File: config.mk
export PLATFORM = sky130hd
export DESIGN_NAME = apb_regfile_slave
export DESIGN_NICKNAME = d
export VERILOG_FILES = /design/src/rtl/apb_regfile_slave.sv
export SDC_FILE = /design/constraint.sdc
export NUM_CORES = 1
export LEC_CHECK = 0
export ABC_CLOCK_PERIOD_IN_PS = 1750
export BUFFER_PORTS_ARGS = -buffer_cell sky130_fd_sc_hd__buf_4
export CORE_AREA = 2 2 430 432
export CTS_CLUSTER_SIZE = 16
export DETAILED_ROUTE_END_ITERATION = 7
export DIE_AREA = 0 0 432 434
export PLACE_DENSITY_LB_ADDON = 0.12
export SLEW_MARGIN = 20
export SYNTH_ARGS = -nofsm -noshare
export SYNTH_HDL_FRONTEND = slang
export SYNTH_SLANG_ARGS = --single-unit
File: constraint.sdc
create_clock -name pclk -period 1.75 [get_ports pclk]
set_input_delay 0.0875 -clock pclk [delete_from_list [all_inputs] [get_ports pclk]]
set_output_delay 0.0875 -clock pclk [all_outputs]
set_load 0.05 [all_outputs]
File: src/rtl/apb_regfile_slave.sv
`default_nettype none
// +----------------------------------------------------------------------------+
// | Module   : apb_regfile_slave                                               |
// | Brief    : APB4 register bank with RO masking, wait states and pslverr.   |
// | Revision : 1.0                                                             |
// +----------------------------------------------------------------------------+
module apb_regfile_slave #(
  parameter int                   ADDR_W      = 8,
  parameter int                   DATA_W      = 32,
  parameter int                   NUM_REGS    = 16,
  parameter int                   WAIT_CYCLES = 0,
  parameter logic [NUM_REGS-1:0]  RO_MASK     = '0,
  parameter logic [DATA_W-1:0]    RESET_VAL   = '0
) (
  input  logic                         pclk,
  input  logic                         preset,
  input  logic                         psel,
  input  logic                         penable,
  input  logic                         pwrite,
  input  logic [ADDR_W-1:0]            paddr,
  input  logic [DATA_W-1:0]            pwdata,
  input  logic [DATA_W/8-1:0]          pstrb,
  output logic [DATA_W-1:0]            prdata,
  output logic                         pready,
  output logic                         pslverr,
  input  logic [NUM_REGS*DATA_W-1:0]   hw_status,
  output logic [NUM_REGS*DATA_W-1:0]   regs_q
);

  localparam int              c_NB     = DATA_W / 8;
  localparam int              c_LSB    = $clog2(c_NB);
  localparam int              c_IDX_W  = ADDR_W - c_LSB;
  localparam int              c_NSLOT  = 2 ** c_IDX_W;
  localparam int              c_RIDX_W = (NUM_REGS > 1) ? $clog2(NUM_REGS) : 1;
  localparam logic [3:0]      c_WAIT   = 4'(WAIT_CYCLES);
  // Mask widened to the full decode space so any index can address it
  localparam logic [c_NSLOT-1:0] c_RO_EXT = c_NSLOT'(RO_MASK);

  typedef enum logic [0:0] {S_IDLE = 1'b0, S_ACCESS = 1'b1} state_t;

  state_t                r_state;
  logic [3:0]            r_cnt;
  logic                  r_pready;
  logic                  r_write;
  logic                  r_err;
  logic                  r_ro;
  logic [c_RIDX_W-1:0]   r_ridx;
  logic [DATA_W-1:0]     r_wdata;
  logic [c_NB-1:0]       r_strb;
  logic [DATA_W-1:0]     r_regs [NUM_REGS];

  logic [c_IDX_W-1:0]    w_idx;
  logic [c_RIDX_W-1:0]   w_ridx;
  logic                  w_oob;
  logic                  w_mis;
  logic                  w_ro;
  logic                  w_err;
  logic [3:0]            w_cnt_nxt;
  logic [DATA_W-1:0]     w_hw [NUM_REGS];
  logic [DATA_W-1:0]     w_rsel;

  assign w_idx     = paddr[ADDR_W-1:c_LSB];
  assign w_ridx    = w_idx[c_RIDX_W-1:0];
  assign w_oob     = int'(w_idx) >= NUM_REGS;
  assign w_ro      = c_RO_EXT[w_idx];
  assign w_err     = w_oob | w_mis | (pwrite & w_ro);
  assign w_cnt_nxt = r_cnt + 4'd1;

  generate
    if (c_LSB > 0) begin : g_mis
      assign w_mis = |paddr[c_LSB-1:0];
    end else begin : g_nomis
      assign w_mis = 1'b0;
    end
  endgenerate

  generate
    for (genvar i = 0; i < NUM_REGS; i++) begin : g_slices
      assign w_hw[i]                    = hw_status[i*DATA_W +: DATA_W];
      assign regs_q[i*DATA_W +: DATA_W] = r_regs[i];
    end
  endgenerate

  // hw_status feeds prdata directly so it is sampled in the completing cycle
  always_comb begin
    w_rsel = r_ro ? w_hw[r_ridx] : r_regs[r_ridx];
  end

  assign pready  = r_pready;
  assign pslverr = r_pready & r_err;
  assign prdata  = (r_pready && !r_write && !r_err) ? w_rsel : '0;

  always_ff @(posedge pclk) begin
    if (preset) begin
      r_state  <= S_IDLE;
      r_cnt    <= '0;
      r_pready <= 1'b0;
      r_write  <= 1'b0;
      r_err    <= 1'b0;
      r_ro     <= 1'b0;
      r_ridx   <= '0;
      r_wdata  <= '0;
      r_strb   <= '0;
      for (int i = 0; i < NUM_REGS; i++) r_regs[i] <= RESET_VAL;
    end else begin
      case (r_state)
        S_IDLE: begin
          r_pready <= 1'b0;
          if (psel && !penable) begin
            r_state  <= S_ACCESS;
            r_cnt    <= '0;
            r_ridx   <= w_ridx;
            r_write  <= pwrite;
            r_wdata  <= pwdata;
            r_strb   <= pstrb;
            r_err    <= w_err;
            r_ro     <= w_ro;
            r_pready <= (c_WAIT == 4'd0);
          end
        end
        S_ACCESS: begin
          if (!psel) begin
            r_state  <= S_IDLE;
            r_pready <= 1'b0;
          end else if (penable) begin
            if (r_pready) begin
              r_state  <= S_IDLE;
              r_pready <= 1'b0;
              if (r_write && !r_err) begin
                for (int k = 0; k < c_NB; k++) begin
                  if (r_strb[k]) r_regs[r_ridx][8*k +: 8] <= r_wdata[8*k +: 8];
                end
              end
            end else begin
              r_cnt    <= w_cnt_nxt;
              r_pready <= (w_cnt_nxt == c_WAIT);
            end
          end
        end
        default: r_state <= S_IDLE;
      endcase
    end
  end

endmodule
`default_nettype wire

== Word-level counts from Yosys, hierarchy flattened ==
Memories as Yosys holds them, arrays and structs flattened. A register that Yosys moved wholly into a read port is not among the register bits.
Index checks and enable logic that the tools add are counted.
Widths: inputs -> output; s select.

* Memories: 2
* Register bits: 49
* Output and inout port bits: 546
* Memory bits (read-only): 64
* RAM bits: 512
* Bits in latches: 0
* Bits of input ports: 561

{| class="wikitable"
|+ Memories
! memory !! words !! bits a word !! rd ports !! clocked after memory_dff !! write ports !! line !! RTL
|-
| r_regs || 16 || 32 || 17 || 1 || 16 || 50 || <nowiki>logic [DATA_W-1:0] r_regs [NUM_REGS];</nowiki>
|-
| (name not given) || 64 || 1 || 1 || 0 || 0 || 65 || <nowiki>assign w_ro = c_RO_EXT[w_idx];</nowiki>
|}

* Reduce and logical (&&, ||, !) cells: 12
* Multiplexer cells: 59
* Eq/ne operators: 5
* Magnitude comparators: 3
* $add $sub $neg: 1
* Shifts and indexed selects: 0
* Bitwise operators: 6
* Div/mod/pow operators: 0
* Multiply operators: 0

{| class="wikitable"
|+ Operator list
! kind !! number
|-
| $mux 32 || 5
|-
| $bmux 32 s4 || 1
|-
| $mux 1 || 42
|-
| $mux 4 || 8
|-
| $reduce_or 32->1 || 1
|-
| $ne 2x2->1 const B || 4
|-
| $pmux 4 s2 || 1
|-
| $lt 6x7->1 const B || 1
|-
| $ge 6x5->1 const B || 1
|-
| $ge 5x5->1 const B || 1
|-
| $not 4->5 || 1
|-
| $add 4x1->4 const B || 1
|-
| $logic_and 1x1->1 || 4
|-
| $logic_not 4->1 || 1
|-
| $pmux 1 s2 || 2
|-
| $reduce_and 4->1 || 1
|-
| $logic_not 1->1 || 3
|-
| $ne 3x3->1 const B || 1
|-
| $and 1x1->1 || 2
|-
| $or 1x1->1 || 2
|-
| $reduce_and 2->1 || 1
|-
| $reduce_or 2->1 || 1
|-
| $not 1->1 || 1
|}

== Depth between registers and ports, before layout ==
Gate-level depths: netlist (run 1).

* Word-level depth: 11
* Depth in mapped cells: 6
* Gate-level depth less buffers: 5

== Worst setup path after synthesis (run 1) ==
No wires, ideal clock.

* Path type: register to register
* Start: register r_pready (netlist: pready)
* End: memory r_regs[9][24] (enable)
* Setup slack: -515 ps
* Library setup time: 309 ps
* Clock period less this slack: 2265 ps
* Buffers on the path: 1
* Arrival time: 1956 ps
* Stages on the path, launching flop included: 6
* Cells stage by stage: dfxtp_1 > and4b_1 > nand2_1 > buf_2 > nor3_2 > or2_2

{| class="wikitable"
|+ RTL lines
! what !! line !! RTL
|-
| start, declared || 43 || <nowiki>logic r_pready;</nowiki>
|-
| start signal, assigned || 118 || <nowiki>r_pready <= (c_WAIT == 4'd0);</nowiki>
|-
| start signal, assigned || 136 || <nowiki>r_pready <= (w_cnt_nxt == c_WAIT);</nowiki>
|-
| end, declared || 50 ||
|}

==> results of run 1 <==
[cells in the mapped netlist (3+ instances only)]
| cell type | n |
|---|---|
| and4b_1 | 3 |
| nor3_2 | 31 |
| a22oi_1 | 66 |
| nand2_1 | 121 |
| nor2_1 | 18 |
| a21oi_1 | 43 |
| nand2b_1 | 3 |
| nand3_1 | 4 |
| buf_2 | 25 |
| or2_2 | 61 |
| a21o_1 | 4 |
| edfxtp_1 | 512 |
| nor2b_1 | 6 |
| and2_1 | 483 |
| clkbuf_1 | 94 |
| mux4_2 | 128 |
| nor3_1 | 8 |
| nor2_4 | 8 |
| and3_1 | 32 |
| dfxtp_1 | 52 |
| nand3b_1 | 3 |
[placed cells by master, fill, tap and decap left out, drive strengths merged, types with 3 or more instances in the layout]
cell and count:
inv 5, nand2 121, clkbuf 97, bufinv 11
a21o 4, nand3b 3, and3 32, and4b 3
nand2b 3, clkinv 25, a22oi 66, buf 989
and2 483, a21oi 43, nand3 4, dlygate4sd3 48
diode 6, nor2b 6, dfxtp 52, mux4 128
nor2 26, or3b 3, edfxtp 512, or2 61
nor3 39
[area by class of cell]
| class | instances | area, µm² | area share |
|---|---|---|---|
| multi-input combinational | 1041 | 9762 | 0.2379 |
| clock inverter | 43 | 538.0 | 0.01311 |
| clock buffer | 93 | 1944 | 0.04739 |
| tap | 2385 | 2984 | 0.07273 |
| timing repair buffer | 1041 | 9346 | 0.2278 |
| sequential | 564 | 16440 | 0.4007 |
| antenna | 6 | 15.01 | 0.0003660 |
[final timing paths]
path | from | end | slack, ns | depth (start not counted)
setup / recovery | register | prdata[24] | -0.88 | 8
hold / removal | preset | r_cnt[3]$_SDFFE_PP0P_ | 0.15 | 3
setup reg to reg | r_ridx[3]$_SDFFE_PP0P_ | r_regs[7][13]$_SDFFCE_PN0P_ | -0.28 | 9
hold reg to reg | r_write$_SDFFE_PP0P_ | r_write$_SDFFE_PP0P_ | 0.51 | 2
[cells by family (layout without fill, tap and decap cells)]
logic type	count (synthesis)	after routing	synth area share
AOI/OAI and AO/OA	117	117	0.03022
xor gates and xnor gates	2	2	0.0006903
adders and majority gates	2	2	0.0009858
buffers and inverters	119	1177	0.01883
DFF	564	564	0.6468
muxes	129	129	0.1140
other	0	6	0
and+or+nand+nor	791	791	0.1885
[flip-flops by register name, indices dropped and copies added, names as in the netlist, named ones only]
| register | flops |
|---|---|
| pready | 1 |
| r_regs | 512 |
| r_cnt | 4 |
| r_err | 1 |
| r_strb | 4 |
| r_write | 1 |
| r_ridx | 4 |
| r_state | 1 |
| r_wdata | 32 |
[report_power, final]
| group | switching, µW | total (µW) | internal, µW |
|---|---|---|---|
| sequential | 579 | 15700 | 15100 |
| combinational | 3170 | 4830 | 1650 |
| clock | 6350 | 15900 | 9550 |
[metrics by stage]
step | hold slack [ns] | worst slack (ns) | area, µm² | std cells
global placement | 0.3580 | -0.3865 | 35870 | 4922
CTS | 0.1195 | -1.016 | 40060 | 5139
finish | 0.1501 | -0.8847 | 41030 | 5173
detailed placement | 0.3568 | -0.3409 | 35870 | 4922
floorplan | 0.1861 | -0.08945 | 25970 | 1724
global route | 0.1417 | -0.9982 | 41020 | 5170
[metal layers]
| layer | vias up | routed length (µm) |
|---|---|---|
| met1 | 10130 | 63860 |
| met2 | 763 | 68600 |
| met4 | 0 | 2794 |
| li1 | 8366 | - |
| met5 | - | 0 |
| met3 | 125 | 8733 |
[critical path, delay by kind of cell, from the launching register on]
family,cells,cell delay [ns]
buffers and inverters,5,0.77
muxes,1,0.49
DFF,1,0.40
and+or+nand+nor,1,0.06
AOI/OAI and AO/OA,1,0.17
[timing repair]
item | in CTS | in global routing
setup buffers | 29 | 38
hold buffers | 48 | 0
hold endpoints to repair | 48 | 0
setup endpoints to repair | 921 | 1034
gates cloned | 5 | 4
pin swaps | 48 | 52
gates resized for setup | 176 | 199
==> metrics.md, run 1 <==
| Metric | Value |
|---|---|
| Status | `complete, but fails checks` |
| Failing checks | `setup timing` |
| Routability cong. | `0.8304` |
| Crit path DAT | `2.55 ns` |
| EDFF count, synth | `512` |
| Post-synth top area share | `0.6058` |
| Final Core Density | `0.2248` |
| Netlist Area Pre-Place | `25380 µm²` |
| Clock Path Buffers | `3` |
| Mean area per synthesized cell | `14.72 µm²` |
| Busiest layer in global routing | `met2` |
| DP HPWL | `113400 µm` |
| Crit-path max FO | `5` |
| Clock Pin Slew Worst Setup and Hold Paths | `0.05 ns` |
| Layout cell share with drive strength beyond 1 | `0.5489` |
| Antenna viol nets, final | `0` |
| Worst Tran Pin Value | `0.8657 ns` |
| Relative slew margins | `0.4153` |
| Post-synthesis register bit count | `564` |
| VDD IR-drop max | `0.5341 mV` |
| RSZ-0062 raised after global routing | `yes` |
| Wirelength per Cell | `27.83 µm` |
| Via count | `19390` |
| Vias/cell | `3.748` |
| Syn Nets | `2287` |
| Fin nets | `3285` |
| Synth area leaders | `edfxtp_1, and2_1, mux4_2, dfxtp_1, a22oi_1` |
| Pre-antenna DRT Iters | `5` |
| M1 GR Usage | `0.1967` |
| Tightest Hold Check Type | `input port to register` |
| Worst-path cell chain | `buf_16 > buf_16 > buf_6 > mux4_2 > a22oi_2 > buf_4 > nand2_2 > buf_6` |
| Critical Path Max Stage Delay | `0.49 ns` |
| First-pass GRT wire length | `188100 µm` |
| Sequential area share after synthesis | `0.6468` |
| # setup viols final | `944` |
| Post-layout minimum cycle time | `2.635 ns` |
| H-Tree Depth | `3` |
| MaxCap Viol Count | `0` |
| Gr ovfl total | `0` |
| # DRC | `0` |
| Fraction of the cycle the final worst path needs | `1.506` |
| Met3 usage | `0.03444` |
| Die W | `432 µm` |
| Gr usage total | `0.1483` |
| Vias in the first global route | `20150` |
| CTS Sinks | `564` |
| Die area | `187500 µm²` |
| Final Total Pwr | `36450 µW` |
| PwrDens | `888.5 nW/µm²` |
| CP Capture Type | `output port` |
| Initial antenna violation count | `11` |
| FP Rows | `157` |
| Worst Skew | `0.03022 ns` |
| Final Worst Setup Slack | `-0.8847 ns` |
| Port-buffer cells | `594` |
| Maximum number of pins on one net before global-route repair | `61` |
| Final Max Slew Viols | `0` |
| Clk Tree Root Cell | `clkbuf_16` |
| Setup CP Type | `register to output port` |
| Setup TNS | `-140.96 ns` |
| Core ar. | `182500 µm²` |
| Fmax | `379.5 MHz` |
| # IOs | `1107` |
| Die height | `434 µm` |
| DRT Wirelength | `144000 µm` |
| Met2 Resource Use GR | `0.2460` |
| Async set-reset flop share out of synthesis | `0` |
| Static leakage | `0.01619 µW` |
| Critical Path RT | `1.66 ns` |
| Hold Vio Cnt, Final | `0` |
| CTS buffer count | `74` |
| First-iteration detailed-routing DRC count | `1283` |
| Count of unique library cells instantiated by Yosys | `34` |
| Synth Flop Type | `edfxtp_1` |
| FILL cells | `19330` |
| Initial Utilization | `0.1391` |
| Area grow syn2layout | `61.66%` |
| Type of origin of the critical path | `register` |
| Slowest cell on the critical path | `mux4_2` |
| Ys Warns | `0` |
| Largest area contributor in the netlist | `edfxtp_1` |
| Cells after synthesis | `1724` |
| CTS tree | `yes` |
| Insertion delay to the later sink of the worst-skew pair | `0.67 ns` |
Note: power is estimated with default switching activity, not from simulation.
==> inputs of run 2 (changes only) <==
--- a/config.mk
+++ b/config.mk
@@ -12,6 +12,7 @@
 export DETAILED_ROUTE_END_ITERATION = 7
 export DIE_AREA = 0 0 432 434
 export PLACE_DENSITY_LB_ADDON = 0.12
+export SETUP_SLACK_MARGIN = 0.5
 export SLEW_MARGIN = 20
 export SYNTH_ARGS = -nofsm -noshare
 export SYNTH_HDL_FRONTEND = slang
==> run 2 against run 1 <==
  * The run still ends with setup timing left
  * Clock skew shrank 0.0028 ns
  * Fmax shrank 1.1%
  * Register-to-register slack lost 0.09 ns
  * Highest routed layer is now met5
==> metrics.md, run 2 (synthesis results as in run 1) <==
| Metric | Value |
|---|---|
| Status | `complete, but fails checks` |
| Failing checks | `setup timing` |
| Most frequent cells in the layout | `buf_4, edfxtp_1, and2_1` |
| Clock network power share | `0.434 (-0.002)` |
| Type of origin of the critical path | `register` |
| Critical Path Max Stage Delay | `0.56 ns (+0.07 ns)` |
| Switching pwr | `10190 µW (+0.83%)` |
| Fraction of the cycle the final worst path needs | `1.522 (+0.01617)` |
| H-Tree Depth | `3 (unchanged)` |
| Wirelength per Cell | `28.41 µm (+2.1%)` |
| Flop pwr share | `0.432 (about the same)` |
| Area grow syn2layout | `63.71%` |
| First-pass GRT wire length | `191000 µm (+1.5%)` |
| Relative slew margins | `0.3791 (-0.03625)` |
| Die W | `432 µm (unchanged)` |
| Final Core Density | `0.2277 (+0.002846)` |
| Tightest Hold Check Type | `input port to register` |
| CP dominant cell by count | `buf_12` |
| Clock Path Buffers | `3 (unchanged)` |
| Routability cong. | `0.8235 (-0.83%)` |
| Fmax | `375.5 MHz (-1.1%)` |
| Largest regs | `r_regs (512), r_wdata (32)` |
| Area after DPL | `36530 µm² (+1.8%)` |
| Post-Layout Inst Area | `41550 µm² (+1.3%)` |
| MaxCap Viol Count | `0 (unchanged)` |
| FP Rows | `157 (unchanged)` |
| Clock Pin Slew Worst Setup and Hold Paths | `0.06 ns (about the same)` |
| PwrDens | `874.3 nW/µm² (-1.6%)` |
| Vias in the first global route | `20350 (+1.0%)` |
| Crit-path max FO | `8 (+3)` |
| CP Capture Type | `output port` |
| Vias/cell | `3.742 (-0.14%)` |
| Initial antenna violation count | `12 (+1)` |
| # IOs | `1107 (unchanged)` |
| Number of flip-flops in the largest register | `512 (unchanged)` |
| Crit path DAT | `2.58 ns (+0.03 ns)` |
| Clk Tree Root Cell | `clkbuf_16` |
| Core ar. | `182500 µm² (unchanged)` |
| FILL cells | `19350 (+0.10%)` |
| Cell Int Power | `26130 µW (-0.80%)` |
| Final Max Slew Viols | `0 (unchanged)` |
| DRT Wirelength | `146100 µm (+1.5%)` |
| Critical Path RT | `1.66 ns (about the same)` |
| Die height | `434 µm (unchanged)` |
| Insertion delay to the later sink of the worst-skew pair | `0.67 ns (about the same)` |
| Biggest register | `r_regs` |
| # setup viols final | `1056 (+12%)` |
| Hold Vio Cnt, Final | `0 (unchanged)` |
| Setup CP Type | `register to output port` |
| Maximum number of pins on one net before global-route repair | `42 (-31%)` |
| Post-layout minimum cycle time | `2.663 ns (+0.02831 ns)` |
| Final Worst Setup Slack | `-0.9130 ns (-0.02831 ns)` |
| Initial Utilization | `0.1391 (unchanged)` |
| Worst Tran Pin Value | `0.9193 ns (+0.05367 ns)` |
| Gr usage total | `0.1507 (+0.002331)` |
| Fin nets | `3255 (-0.91%)` |
| First-iteration detailed-routing DRC count | `1115 (-13%)` |
| RSZ-0062 raised after global routing | `yes` |
| Antenna viol nets, final | `0 (unchanged)` |
| Pre-antenna DRT Iters | `5 (unchanged)` |
| Final Hold Slack | `0.1624 ns (+0.01227 ns)` |
| Final cell count without fillers | `5144 (-0.56%)` |
| # DRC | `0 (unchanged)` |
| Placed cells | `4895 (-0.55%)` |
| Gr ovfl total | `0 (unchanged)` |
| CTS tree | `yes` |
| Port-buffer cells | `594 (unchanged)` |
| Switch share | `0.2806 (+0.003283)` |
| Worst Skew | `0.02743 ns (-0.002792 ns)` |
| CTS Sinks | `564 (unchanged)` |
| DP HPWL | `115100 µm (+1.4%)` |
| Leading cell type in the layout, fill and taps excluded | `buf_4` |
| VDD IR-drop max | `0.5385 mV (+0.81%)` |
| Via count | `19250 (-0.70%)` |
| Slowest cell on the critical path | `mux4_2` |
| Layout cell share with drive strength beyond 1 | `0.5864 (+0.03753)` |
| CTS buffer count | `76 (+2.7%)` |
| Combinational power share | `0.134 (+0.002)` |
| Static leakage | `0.01631 µW (+0.77%)` |
| Worst-path cell chain | `buf_12 > buf_12 > mux4_2 > a22oi_2 > buf_4 > nand2_4 > buf_12` |
| Die area | `187500 µm² (unchanged)` |
[run 2: cell type report]
cell class | instances | area [µm²] | share of cell area
sequential | 564 | 16430 | 0.3956
multi-input combinational | 1041 | 10190 | 0.2453
timing repair buffer | 1009 | 9443 | 0.2273
tap | 2385 | 2984 | 0.07182
clock buffer | 109 | 2170 | 0.05222
clock inverter | 31 | 314.1 | 0.007559
antenna | 5 | 12.51 | 0.0003012
[run 2: worst max-delay path, delay by kind of cell (launching register included)]
kind                   cells  cell delay [ns]
AOI/OAI and AO/OA          1             0.17
buffers and inverters      4             0.66
DFF                        1             0.39
muxes                      1             0.56
and+or+nand+nor            1             0.05
[run 2: path summary, 6_finish.rpt]
check / to / depth (start not counted) / slack [ns] / startpoint
max reg2reg: r_regs[14][20]$_SDFFCE_PN0P_ / 9 / -0.37 / r_err$_SDFFE_PP0P_
min: r_cnt[0]$_SDFFE_PP0P_ / 5 / 0.16 / psel
max: prdata[23] / 7 / -0.91 / register
min reg2reg: r_wdata[4]$_SDFFE_PP0P_ / 2 / 0.45 / r_wdata[4]$_SDFFE_PP0P_
[run 2: what timing repair did]
item,CTS,global route
gates resized for setup,241,181
buffers inserted,32,17
endpoints found under the setup margin,1621,1622
hold buffers,49,0
gates cloned,2,4
hold endpoints to repair,48,0
pin swaps,105,60
[run 2: metrics by stage]
stage	power, µW	setup slack, ns	setup TNS (ns)
after global routing	37560	-1.024	-297.29
after detailed placement	20660	-0.4717	-172.85
final	36330	-0.9130	-233.00
after global placement	20670	-0.5643	-170.22
after CTS	36890	-1.033	-237.24
after floorplan	18370	-0.08907	-22.16
[run 2: metal layers]
layer | up-vias | GRT usage | wire length (µm)
met5 | - | 0 | 43
met4 | 6 | 0.02963 | 2836
met3 | 126 | 0.04059 | 9377
met2 | 708 | 0.2452 | 68320
met1 | 10100 | 0.2000 | 65540
li1 | 8309 | - | -
[run 2: power by group through the flow]
stage	Sequential (µW)	Clock, µW	Combinational (µW)
final	15700	15800	4860
after global routing	15700	16700	5080
after CTS	15700	16300	4910
after detailed placement	16000	0	4680
after global placement	16000	0	4660
after floorplan	17200	0	1200
==> inputs of run 3 (changes only) <==
--- a/config.mk
+++ b/config.mk
@@ -7,12 +7,13 @@
 export LEC_CHECK = 0
 export ABC_CLOCK_PERIOD_IN_PS = 1750
 export BUFFER_PORTS_ARGS = -buffer_cell sky130_fd_sc_hd__buf_4
-export CORE_AREA = 2 2 430 432
+export CORE_AREA = 4 4 432 434
 export CTS_CLUSTER_SIZE = 16
 export DETAILED_ROUTE_END_ITERATION = 7
-export DIE_AREA = 0 0 432 434
+export DIE_AREA = 0 0 436 438
 export PLACE_DENSITY_LB_ADDON = 0.12
 export SETUP_SLACK_MARGIN = 0.5
+export SKIP_LAST_GASP = 1
 export SLEW_MARGIN = 20
 export SYNTH_ARGS = -nofsm -noshare
 export SYNTH_HDL_FRONTEND = slang
==> run 3 against run 2 <==
  * The flow still finishes with violations (setup timing)
  * Core utilization is 0.11 points lower
  * Critical path type unchanged
  * Hold slack got worse by 0.095 ns
  * Largest power group unchanged
  * Critical endpoint is now prdata[0]
  * Fmax is 1.5% lower
  * Register-to-register slack improved by 0.09 ns
  * Sequential share of layout area is 0.16 points higher
  * Via count increased by 0.57%
  * First-iteration DRC count rose by 4.9%
  * Worst setup slack got worse by 0.041 ns
  * Clock skew is 0.014 ns higher
==> metrics.md, run 3 (synthesis results as in run 1) <==
| Metric | Value |
|---|---|
| Status | `complete, but fails checks` |
| Failing checks | `setup timing` |
| Gr usage total | `0.1493 (-0.001318)` |
| Static leakage | `0.01628 µW (-0.20%)` |
| Wirelength per Cell | `29.18 µm (+2.7%)` |
| Leading cell type in the layout, fill and taps excluded | `buf_4` |
| Hold Vio Cnt, Final | `0 (unchanged)` |
| Clock Path Buffers | `3 (unchanged)` |
| # setup viols final | `971 (-8.0%)` |
| Die W | `436 µm (+0.93%)` |
| Slowest cell on the critical path | `mux4_2` |
| Insertion delay to the later sink of the worst-skew pair | `0.68 ns (about the same)` |
| Crit path DAT | `2.62 ns (+0.04 ns)` |
| Critical Path Max Stage Delay | `0.62 ns (+0.06 ns)` |
| Gr ovfl total | `0 (unchanged)` |
| Initial antenna violation count | `14 (+2)` |
| PwrDens | `882.9 nW/µm² (+0.98%)` |
| Fraction of the cycle the final worst path needs | `1.545 (+0.02363)` |
| Number of flip-flops in the largest register | `512 (unchanged)` |
| Vias/cell | `3.774 (+0.85%)` |
| Worst-path cell chain | `buf_4 > clkbuf_16 > mux4_2 > a22oi_2 > nand2_4 > buf_4` |
| Maximum number of pins on one net before global-route repair | `57 (+36%)` |
| Initial Utilization | `0.1389 (-0.0001495)` |
| CTS tree | `yes` |
| Port-buffer cells | `594 (unchanged)` |
| Clk Tree Root Cell | `clkbuf_16` |
| First-iteration detailed-routing DRC count | `1170 (+4.9%)` |
| Clock network power share | `0.437 (+0.003)` |
| Flop pwr share | `0.431 (about the same)` |
| Cell Int Power | `26160 µW (+0.10%)` |
| Post-layout minimum cycle time | `2.704 ns (+0.04135 ns)` |
| Clock Pin Slew Worst Setup and Hold Paths | `0.06 ns (about the same)` |
| Die height | `438 µm (+0.92%)` |
| Critical Path RT | `1.66 ns (about the same)` |
| Worst Skew | `0.04160 ns (+0.01417 ns)` |
| Type of origin of the critical path | `register` |
| Biggest register | `r_regs` |
| R2r startpoint | `r_err$_SDFFE_PP0P_` |
| VDD IR-drop max | `0.5301 mV (-1.6%)` |
| Most frequent cells in the layout | `buf_4, edfxtp_1, and2_1` |
| Via count | `19360 (+0.57%)` |
| Area after DPL | `36230 µm² (-0.82%)` |
| FP Rows | `157 (unchanged)` |
| # IOs | `1107 (unchanged)` |
| CTS Sinks | `564 (unchanged)` |
| Setup CP Type | `register to output port` |
| CP dominant cell by count | `buf_4` |
| # DRC | `0 (unchanged)` |
| DRT Wirelength | `149700 µm (+2.5%)` |
| Core ar. | `182700 µm² (+0.11%)` |
| FILL cells | `19350 (unchanged)` |
| MaxCap Viol Count | `0 (unchanged)` |
| CP Capture Type | `output port` |
| Antenna viol nets, final | `0 (unchanged)` |
| Routability cong. | `0.8270 (+0.43%)` |
| H-Tree Depth | `3 (unchanged)` |
| Worst hold start | `penable` |
| Pre-antenna DRT Iters | `7 (+2)` |
| Relative slew margins | `0.3389 (-0.04016)` |
| Final Core Density | `0.2265 (-0.001142)` |
| Crit-path max FO | `8 (unchanged)` |
| First-pass GRT wire length | `194000 µm (+1.6%)` |
| Fmax | `369.8 MHz (-1.5%)` |
| Switching pwr | `10380 µW (+1.8%)` |
| CTS buffer count | `76 (unchanged)` |
| Final Max Slew Viols | `0 (unchanged)` |
| Final Worst Setup Slack | `-0.9544 ns (-0.04135 ns)` |
| Largest regs | `r_regs (512), r_wdata (32)` |
| Worst Tran Pin Value | `0.9788 ns (+0.05947 ns)` |
| DP HPWL | `117100 µm (+1.8%)` |
| Die area | `191000 µm² (+1.9%)` |
| Combinational power share | `0.133 (about the same)` |
| Vias in the first global route | `20140 (-1.0%)` |
| RSZ-0062 raised after global routing | `yes` |
| Tightest Hold Check Type | `input port to register` |
| Fin nets | `3239 (-0.49%)` |
| Switch share | `0.2840 (+0.003427)` |
| Post-Layout Inst Area | `41380 µm² (-0.39%)` |
| Layout cell share with drive strength beyond 1 | `0.5926 (+0.006200)` |
| Area grow syn2layout | `63.06%` |
[run 3: cell types whose count changed in the layout (fill, tap and decap cells not counted), sizes merged]
| cell | previous run | this run |
|---|---|---|
| clkinvlp | 3 | 5 |
| inv | 3 | 4 |
| clkinv | 20 | 22 |
| clkbuf | 113 | 108 |
| dlygate4sd3 | 49 | 48 |
| bufinv | 5 | 6 |
| diode | 5 | 8 |
| buf | 956 | 939 |
[run 3: metrics by stage]
step	setup WS, ns	cells	hold WS [ns]	total power, µW	TNS, ns
after detailed placement	-0.5186	4872	0.3428	20670	-229.63
after CTS	-1.072	5093	0.01244	37070	-182.40
after floorplan	-0.08907	1724	0.1861	18370	-22.16
after global routing	-1.077	5124	0.05263	37870	-213.68
final	-0.9544	5130	0.06770	36540	-143.05
after global placement	-0.5321	4872	0.3406	20680	-261.09
[run 3: power by group through the flow]
stage          Clock [µW]  Sequential (µW)  Combinational [µW]
2_1_floorplan           0            17200                1200
3_3_place_gp            0            16000                4660
3_5_place_dp            0            16000                4670
4_1_cts             16500            15700                4850
5_1_grt             17000            15800                5080
6_report            16000            15700                4850
[run 3: worst paths after layout]
| path | to | slack [ns] | depth (start not counted) |
|---|---|---|---|
| worst max-delay path | prdata[0] | -0.95 | 6 |
| worst min-delay path | r_wdata[16]$_SDFFE_PP0P_ | 0.07 | 6 |
| worst max register to register | r_regs[11][3]$_SDFFCE_PN0P_ | -0.28 | 9 |
| worst min register to register | r_wdata[1]$_SDFFE_PP0P_ | 0.45 | 2 |
[run 3: metal layers]
metal  vias up  routed length (µm)  GRT usage
met3       171               11020    0.04612
met5         -                  28          0
met2       847               67120     0.2326
met4         6                4734    0.04220
met1     10030               66800     0.1995
li1       8303                   -          -
[run 3: final cells by class]
| class | instances | area [µm²] | share of cell area |
|---|---|---|---|
| flip-flops and latches | 564 | 16430 | 0.3971 |
| clock inverters | 37 | 416.7 | 0.01007 |
| clock buffers | 102 | 2102 | 0.05079 |
| diodes | 8 | 20.02 | 0.0004837 |
| multi-input cells | 1041 | 10220 | 0.2470 |
| repair buffers | 993 | 9206 | 0.2225 |
| well taps | 2385 | 2984 | 0.07211 |
[run 3: worst max-delay path: cells and delay by family (launching register included)]
| kind | cells | cell delay (ns) |
|---|---|---|
| mux | 1 | 0.62 |
| buf+inv | 3 | 0.59 |
| flops | 1 | 0.36 |
| compound gates | 1 | 0.30 |
| simple gates | 1 | 0.06 |
[run 3: what timing repair did]
item / in CTS / in global routing
endpoints found under the setup margin: 1621 / 1621
pin swaps: 44 / 70
setup buffers: 30 / 22
resized for setup: 110 / 303
gates cloned: 4 / 7
hold endpoints to repair: 48 / 0
hold buffers: 48 / 0
